<file path="config.mk">
export PLATFORM = sky130hd
export DESIGN_NAME = audio_i2s_tx
export DESIGN_NICKNAME = d
export VERILOG_FILES = /design/src/rtl/audio_i2s_tx_pkg.sv /design/src/rtl/audio_bclk_gen.sv /design/src/rtl/audio_i2s_tx.sv
export SDC_FILE = /design/constraint.sdc
export NUM_CORES = 1
export LEC_CHECK = 0
export ABC_AREA = 1
export BUFFER_PORTS_ARGS = -buffer_cell sky130_fd_sc_hd__buf_2
export CAP_MARGIN = 0
export CORE_MARGIN = 5
export CORE_UTILIZATION = 40
export DETAILED_ROUTE_END_ITERATION = 8
export GPL_TIMING_DRIVEN = 0
export PLACE_DENSITY = 0.67
export SLEW_MARGIN = 30
export SYNTH_ARGS = -nofsm -noshare
export SYNTH_HDL_FRONTEND = slang
export SYNTH_HIERARCHICAL = 1
export SYNTH_SLANG_ARGS = --single-unit
</file>
<file path="constraint.sdc">
create_clock -name clk -period 4.6 [get_ports clk]
set_input_delay 0.92 -clock clk [delete_from_list [all_inputs] [get_ports clk]]
set_output_delay 0.92 -clock clk [all_outputs]
set_load 0.01 [all_outputs]
</file>
<file path="src/rtl/audio_i2s_tx_pkg.sv">
// Shared constants and types for the synth audio path: sample width, I2S slot
// geometry and the word-select channel encoding.
package audio_i2s_tx_pkg;

    localparam int SAMPLE_W_DEF    = 16;
    localparam int SLOTS_PER_CH    = 32;
    localparam int SLOTS_PER_FRAME = 2 * SLOTS_PER_CH;
    localparam int SLOT_W          = $clog2(SLOTS_PER_FRAME);

    typedef enum logic {
        CH_LEFT  = 1'b0,
        CH_RIGHT = 1'b1
    } channel_t;

endpackage

</file>
<file path="src/rtl/audio_bclk_gen.sv">
// Bit-clock generator: divides clk by 2*BCLK_DIV and flags the clk cycle on
// which bclk is about to rise or fall, so a serialiser can act on the same edge.
module audio_bclk_gen #(
    parameter int BCLK_DIV = 4
) (
    input  logic clk,
    input  logic reset_n,
    input  logic enable,
    output logic bclk,
    output logic rise,
    output logic fall
);

    localparam int                DIV_W    = (BCLK_DIV > 1) ? $clog2(BCLK_DIV) : 1;
    localparam logic [DIV_W-1:0]  DIV_LAST = DIV_W'(BCLK_DIV - 1);

    logic [DIV_W-1:0] div_cnt;
    logic             tick;

    assign tick = enable && (div_cnt == DIV_LAST);
    assign rise = tick && !bclk;
    assign fall = tick && bclk;

    always_ff @(posedge clk or negedge reset_n) begin
        if (!reset_n) begin
            div_cnt <= '0;
            bclk    <= 1'b0;
        end else if (!enable) begin
            div_cnt <= '0;
            bclk    <= 1'b0;
        end else if (tick) begin
            div_cnt <= '0;
            bclk    <= ~bclk;
        end else begin
            div_cnt <= div_cnt + 1'b1;
        end
    end

endmodule

</file>
<file path="src/rtl/audio_i2s_tx.sv">
// I2S transmitter: captures a left/right sample pair once per 64-slot frame and
// shifts it out MSB first with the standard one-slot delay after each lrclk edge.
module audio_i2s_tx
    import audio_i2s_tx_pkg::*;
#(
    parameter int BCLK_DIV = 4,
    parameter int SAMPLE_W = SAMPLE_W_DEF
) (
    input  logic                clk,
    input  logic                reset_n,
    input  logic                enable,
    input  logic [SAMPLE_W-1:0] audio_l,
    input  logic [SAMPLE_W-1:0] audio_r,
    output logic                sample_strobe,
    output logic                i2s_bclk,
    output logic                i2s_lrclk,
    output logic                i2s_data
);

    localparam int                PAD      = SLOTS_PER_CH - 1 - SAMPLE_W;
    localparam logic [SLOT_W-1:0] LAST_BIT = SLOT_W'(SLOTS_PER_FRAME - 1);

    logic                       bclk;
    logic                       rise_unused;
    logic                       fall;
    logic [SLOT_W-1:0]          bit_cnt;
    logic [SLOT_W-1:0]          bit_next;
    logic [SAMPLE_W-1:0]        shadow_l;
    logic [SAMPLE_W-1:0]        shadow_r;
    logic [SLOTS_PER_CH-1:0]    half_l;
    logic [SLOTS_PER_CH-1:0]    half_r;
    logic [SLOTS_PER_FRAME-1:0] frame;
    channel_t                   ch_next;

    // Rise events are exported for the future receiver; the transmitter only
    // changes state when bclk falls.
    audio_bclk_gen #(
        .BCLK_DIV (BCLK_DIV)
    ) u_bclk_gen (
        .clk     (clk),
        .reset_n (reset_n),
        .enable  (enable),
        .bclk    (bclk),
        .rise    (rise_unused),
        .fall    (fall)
    );

    assign i2s_bclk = bclk;

    // Frame image indexed MSB-first by slot: bit 63 is slot 0. Each channel's
    // MSB lands one slot after the lrclk edge, the rest of the channel is 0.
    always_comb begin
        bit_next = bit_cnt + 1'b1;
        ch_next  = channel_t'(bit_next[SLOT_W-1]);
        half_l   = SLOTS_PER_CH'(shadow_l) << PAD;
        half_r   = SLOTS_PER_CH'(shadow_r) << PAD;
        frame    = {half_l, half_r};
    end

    always_ff @(posedge clk or negedge reset_n) begin
        if (!reset_n) begin
            bit_cnt       <= LAST_BIT;
            i2s_lrclk     <= 1'b0;
            i2s_data      <= 1'b0;
            sample_strobe <= 1'b0;
            shadow_l      <= '0;
            shadow_r      <= '0;
        end else if (!enable) begin
            // Shadows survive a pause; the frame itself restarts from slot 0.
            bit_cnt       <= LAST_BIT;
            i2s_lrclk     <= 1'b0;
            i2s_data      <= 1'b0;
            sample_strobe <= 1'b0;
        end else begin
            sample_strobe <= 1'b0;
            if (fall) begin
                bit_cnt   <= bit_next;
                i2s_lrclk <= (ch_next == CH_RIGHT);
                i2s_data  <= frame[~bit_next];
                if (bit_next == '0) begin
                    shadow_l      <= audio_l;
                    shadow_r      <= audio_r;
                    sample_strobe <= 1'b1;
                end
            end
        end
    end

endmodule

</file>
== After elaboration in Yosys (flattened, before gate mapping) ==
Cells that the tools add are included.
Operators by class
  reductions and logical operators: 4
  $add $sub $neg: 2
  equality and inequality tests: 3
  magnitude comparators: 1
  mux-type cells: 15
  bitwise logic cells: 2
Operator list (number)
  $mux 6: 2
  $mux 1: 10
  $lt 6x7->1 const B: 1
  $add 6x1->6 const B: 1
  $bmux 1 s6: 1
  $logic_not 6->1: 1
  $not 6->6: 1
  $mux 2: 2
  $ne 2x1->1 const B: 2
  $reduce_and 3->1: 1
  $add 2x1->2 const B: 1
  $eq 2x2->1 const B: 1
  $logic_and 1x1->1: 2
  $not 1->1: 1
Storage, ports and cells
  register bits after elaboration: 44
  input port bits: 35

== Longest topological paths before layout ==
  word-level depth: 6
  gate-level depth with buffers: 12
  mapped depth without buffers: 11

== By module ==
The synthesis kept the hierarchy.
By module, submodules not included
  audio_i2s_tx: instances 1, cells each 267, area each 2057.0 sq um, sequential area each 1033.5 sq um
  audio_bclk_gen: instances 1, cells each 16, area each 135.1 sq um, sequential area each 75.1 sq um

== Worst setup path before layout ==
OpenSTA, ideal clock, no wires.
  kind: input -> register
  from: in enable
  to: reg shadow_r[0]
  setup slack: 2601 ps
  path buffers: 1
  arrival: 1873 ps
  library setup time: 126 ps
  cell stages on the path: 10
  path through: nand2_1 > nor2_1 > nand2_1 > inv_1 > nand2_1 > nor3_2 > nand2_2 > clkinv_4 > buf_4 > o21ai_0
On the way
  cells in the longest elaborated chain, start to end: 3
Ends and longest elaborated chain
  from (decl): line audio_i2s_tx.sv:11  | input logic enable,
  $logic_and 1x1->1: line audio_bclk_gen.sv:20  | assign tick = enable && (div_cnt == DIV_LAST);
  $logic_and 1x1->1: line audio_bclk_gen.sv:22  | assign fall = tick && bclk;
  named net fall: line audio_i2s_tx.sv:25  | logic fall;
  $reduce_and 3->1 (no line)
  to (signal assigned): line audio_i2s_tx.sv:82  | shadow_r <= audio_r;
  to (decl): line audio_i2s_tx.sv:29  | logic [SAMPLE_W-1:0] shadow_r;
The timed path passes the listed nets, and every way through them passes these cells.
A chain may end at the register's enable or synchronous reset.

== Worst setup path in the final report ==
  from: reg bit_cnt[0]
  to: reg shadow_r[3]
On the way
  cells in the longest elaborated chain, start to end: 3
Ends and longest elaborated chain
  from (decl): line audio_i2s_tx.sv:26  | logic [SLOT_W-1:0] bit_cnt;
  from (signal assigned): line audio_i2s_tx.sv:77  | bit_cnt <= bit_next;
  $add 6x1->6: line audio_i2s_tx.sv:53  | bit_next = bit_cnt + 1'b1;
  $logic_not 6->1: line audio_i2s_tx.sv:80  | if (bit_next == '0) begin
  $reduce_and 3->1 (no line)
No other way between the ends.

==> results_tabular.tex <==
\begin{tabular}{lr}
\hline
Metric & Value \\
\hline
\multicolumn{2}{l}{\textbf{Clocking}} \\
\quad Clock root buffer & sky130\_fd\_sc\_hd\_\_clkbuf\_8 \\
\quad Deepest level of the CTS H-tree & 2 \\
\quad CTS Buf Count & 5 \\
\quad Number of hold buffers added after cts & 0 \\
\quad Clock latency reported for the late side of the worst-skew pair & 0.30 ns \\
\quad Longest Clk Path Bufs & 2 \\
\quad Post-CTS Resized & 0 \\
\quad Post-CTS setup buffer count & 0 \\
\quad Total number of clock tree sinks & 44 \\
\quad Clock tree from TritonCTS & done \\
\quad Clock-pin slew of the registers on the worst-case setup and hold paths & 0.09 ns \\
\multicolumn{2}{l}{\textbf{Place}} \\
\quad Final weighted congestion in routability-driven placement & between 0.8 and 0.9 \\
\quad IO Port Bufs & 38 \\
\quad Detail Placement HPWL & $\sim$3.3 mm \\
\quad Total placed instance area & $\sim$0.0025 mm² \\
\quad Setup slack at placement & $\sim$2.2 ns \\
\quad Number of cells after detailed placement & roughly 390 \\
\multicolumn{2}{l}{\textbf{Setup path}} \\
\quad Origin of the worst setup path & bit\_cnt[0]\$\_DFFE\_PN1P\_ \\
\quad Cell family contributing the most delay on the critical path & flip-flops \\
\quad Sequence of cells on the critical path & ha\_1 -> nand3\_1 -> xor2\_1 -> inv\_2 -> nand2\_1 -> nor3\_2 -> nand2\_2 -> clkinv\_4 -> buf\_6 -> nand2\_1 -> o21ai\_0 \\
\quad Critical-path cell with the highest stage delay & sky130\_fd\_sc\_hd\_\_dfstp\_2 \\
\quad Worst Path Max Fanout & 10 \\
\quad Required time of the critical path & 4.78 ns \\
\quad Most repeated library cell on the critical path & sky130\_fd\_sc\_hd\_\_nand2\_1 \\
\quad Buf+Inv Stages, Crit Path & 3 \\
\quad Category of the worst setup path capture point & flop \\
\quad CP startpoint kind & flop \\
\quad Startpoint-to-endpoint class of the critical path & reg2reg \\
\quad Critical R2R Launch & bit\_cnt[0]\$\_DFFE\_PN1P\_ \\
\quad Arrival time at the worst endpoint & approximately 2.3 ns \\
\quad Critical Path Max Stage Delay & roughly 0.6 ns \\
\multicolumn{2}{l}{\textbf{STA}} \\
\quad Min Clock Period, post-route & 2.078 ns \\
\quad Final worst-path cycle share & 45.17\% \\
\quad Pins Over Slew Limit & 0 \\
\quad Slew margin rel. & between 60\% and 70\% \\
\quad Count of endpoints failing hold in the final timing report & 0 \\
\quad Unrepaired setup endpoints after global routing & false \\
\quad Final setup slack of the worst path & roughly 2.5 ns \\
\quad Worst-margin pin slew & 0.5305 ns \\
\quad Largest clock skew in the final design & 0.01238 ns \\
\quad Post-Route Setup TNS & 0 ns \\
\quad Worst hold slack across all endpoints & between 0.4 and 0.5 ns \\
\quad Highest achievable clock rate & 0.4813 GHz \\
\quad Total of endpoints with negative setup slack in the final report & 0 \\
\multicolumn{2}{l}{\textbf{Global routing}} \\
\quad GRT Overall Usage & between 10\% and 20\% \\
\quad Residual overflow from global routing & 0 \\
\quad Global-route wire length before repair & about 7.9 mm \\
\quad Via count of the first global-routing pass & 1810 \\
\quad Maximum number of pins on one net before global-route repair & 45 \\
\quad Antenna violations before repair & 0 \\
\multicolumn{2}{l}{\textbf{Logic synthesis}} \\
\quad Mapped Avg Cell Area & 7.760 µm² \\
\quad Yosys warns & 6 \\
\quad Synthesized netlist net count & 320 \\
\quad Post-synthesis instance area & $\sim$0.0022 mm² \\
\quad Synthesized netlist cell count & between 200 and 300 \\
\multicolumn{2}{l}{\textbf{Power and ir drop}} \\
\quad Static Leakage & 1.391 nW \\
\quad VDD IR-drop max & roughly 0.22 mV \\
\quad Power Density & around 320 mW/mm² \\
\quad Overall power & 0.8217 mW \\
\multicolumn{2}{l}{\textbf{Detailed routing}} \\
\quad Average wire per standard cell & about 11 µm \\
\quad Vias per cell & about 4.6 \\
\quad Pre-Repair DR Iteration Count & 4 \\
\quad Post-route antenna net violation count & 0 \\
\quad Via count & 1832 \\
\quad Total wire length & $\sim$4.4 mm \\
\quad Remaining routing DRC violations & 0 \\
\quad Count of routing violations after the opening detailed-route iteration & around 160 \\
\multicolumn{2}{l}{\textbf{Floorplanning}} \\
\quad Overall die area & about 0.0071 mm² \\
\quad Die W & between 80 and 90 µm \\
\quad Area of the core & 0.005405 mm² \\
\quad Starting utilization of the core area & 40.49\% \\
\quad Top-level port count & 39 \\
\quad Die Y & between 80 and 90 µm \\
\quad Total number of placement rows & 27 \\
\multicolumn{2}{l}{\textbf{Layout}} \\
\quad Nets & roughly 370 \\
\quad Diode count & 0 \\
\quad Layout area overhead & 17.38\% \\
\quad Share of post-route cells with drive strength above 1 & 19.21\% \\
\quad Filler-free cell count of the finished design & 400 \\
\quad Most common cell after layout, fill and taps aside & sky130\_fd\_sc\_hd\_\_nand2\_1 \\
\quad Leading cell types in the layout, fill and taps excluded & sky130\_fd\_sc\_hd\_\_nand2\_1, sky130\_fd\_sc\_hd\_\_buf\_2, sky130\_fd\_sc\_hd\_\_dfrtp\_1 \\
\quad Core Util, Final & between 40\% and 50\% \\
\quad Finished Cell Area & between 0.002 and 0.003 mm² \\
\multicolumn{2}{l}{\textbf{Min path}} \\
\quad Source of the worst hold timing path & u\_bclk\_gen/div\_cnt[0]\$\_DFF\_PN0\_ \\
\quad Tightest Hold Check Type & reg2reg \\
\multicolumn{2}{l}{\textbf{Flow run}} \\
\quad Number of max-capacitance violations reported & 0 \\
\multicolumn{2}{l}{\textbf{Run status}} \\
\quad Result of the run & finished, final reports clean \\
\hline
\end{tabular}
-- state kept, by name, indices dropped and copies added (netlist names) --
signal,cells
i2s_data,1
u_bclk_gen/div_cnt,2
u_bclk_gen/bclk,1
i2s_lrclk,1
shadow_l,16
sample_strobe,1
bit_cnt,6
shadow_r,16
-- power by group --
part | switching (mW) | internal, mW
clock | 0.133 | 0.122
combinational | 0.0966 | 0.0549
sequential | 0.00938 | 0.406
total | 0.239 | 0.582
-- layer usage --
metal	routed length, µm	GRT usage (%)
met1	2231	18.25
met2	1922	20.82
met3	240	4.146
met4	36	4.094
met5	0	0
-- final timing paths --
check | cells past startpoint | slack (ns) | end
worst max-delay path | 11 | 2.52 | shadow_r[3]$_DFFE_PN0P_
worst min-delay path | 1 | 0.45 | u_bclk_gen/div_cnt[0]$_DFF_PN0_
worst max register to register | 11 | 2.52 | shadow_r[3]$_DFFE_PN0P_
worst min register to register | 1 | 0.45 | u_bclk_gen/div_cnt[0]$_DFF_PN0_
max in group asynchronous | 1 | 3.63 | bit_cnt[0]$_DFFE_PN1P_
min in group asynchronous | 1 | 0.59 | shadow_l[8]$_DFFE_PN0P_
-- cell type report --
type                       instances  area, µm²
timing repair buffer              38      192.7
clock buffer                       6      82.58
multi-input combinational        190      859.6
fill                             559       2836
buffer                            10      72.57
inverter                          38      147.6
clock inverter                     2      15.01
tap                               72      90.09
sequential                        44       1109
No activity file was read; power rests on OpenSTA's default activity.
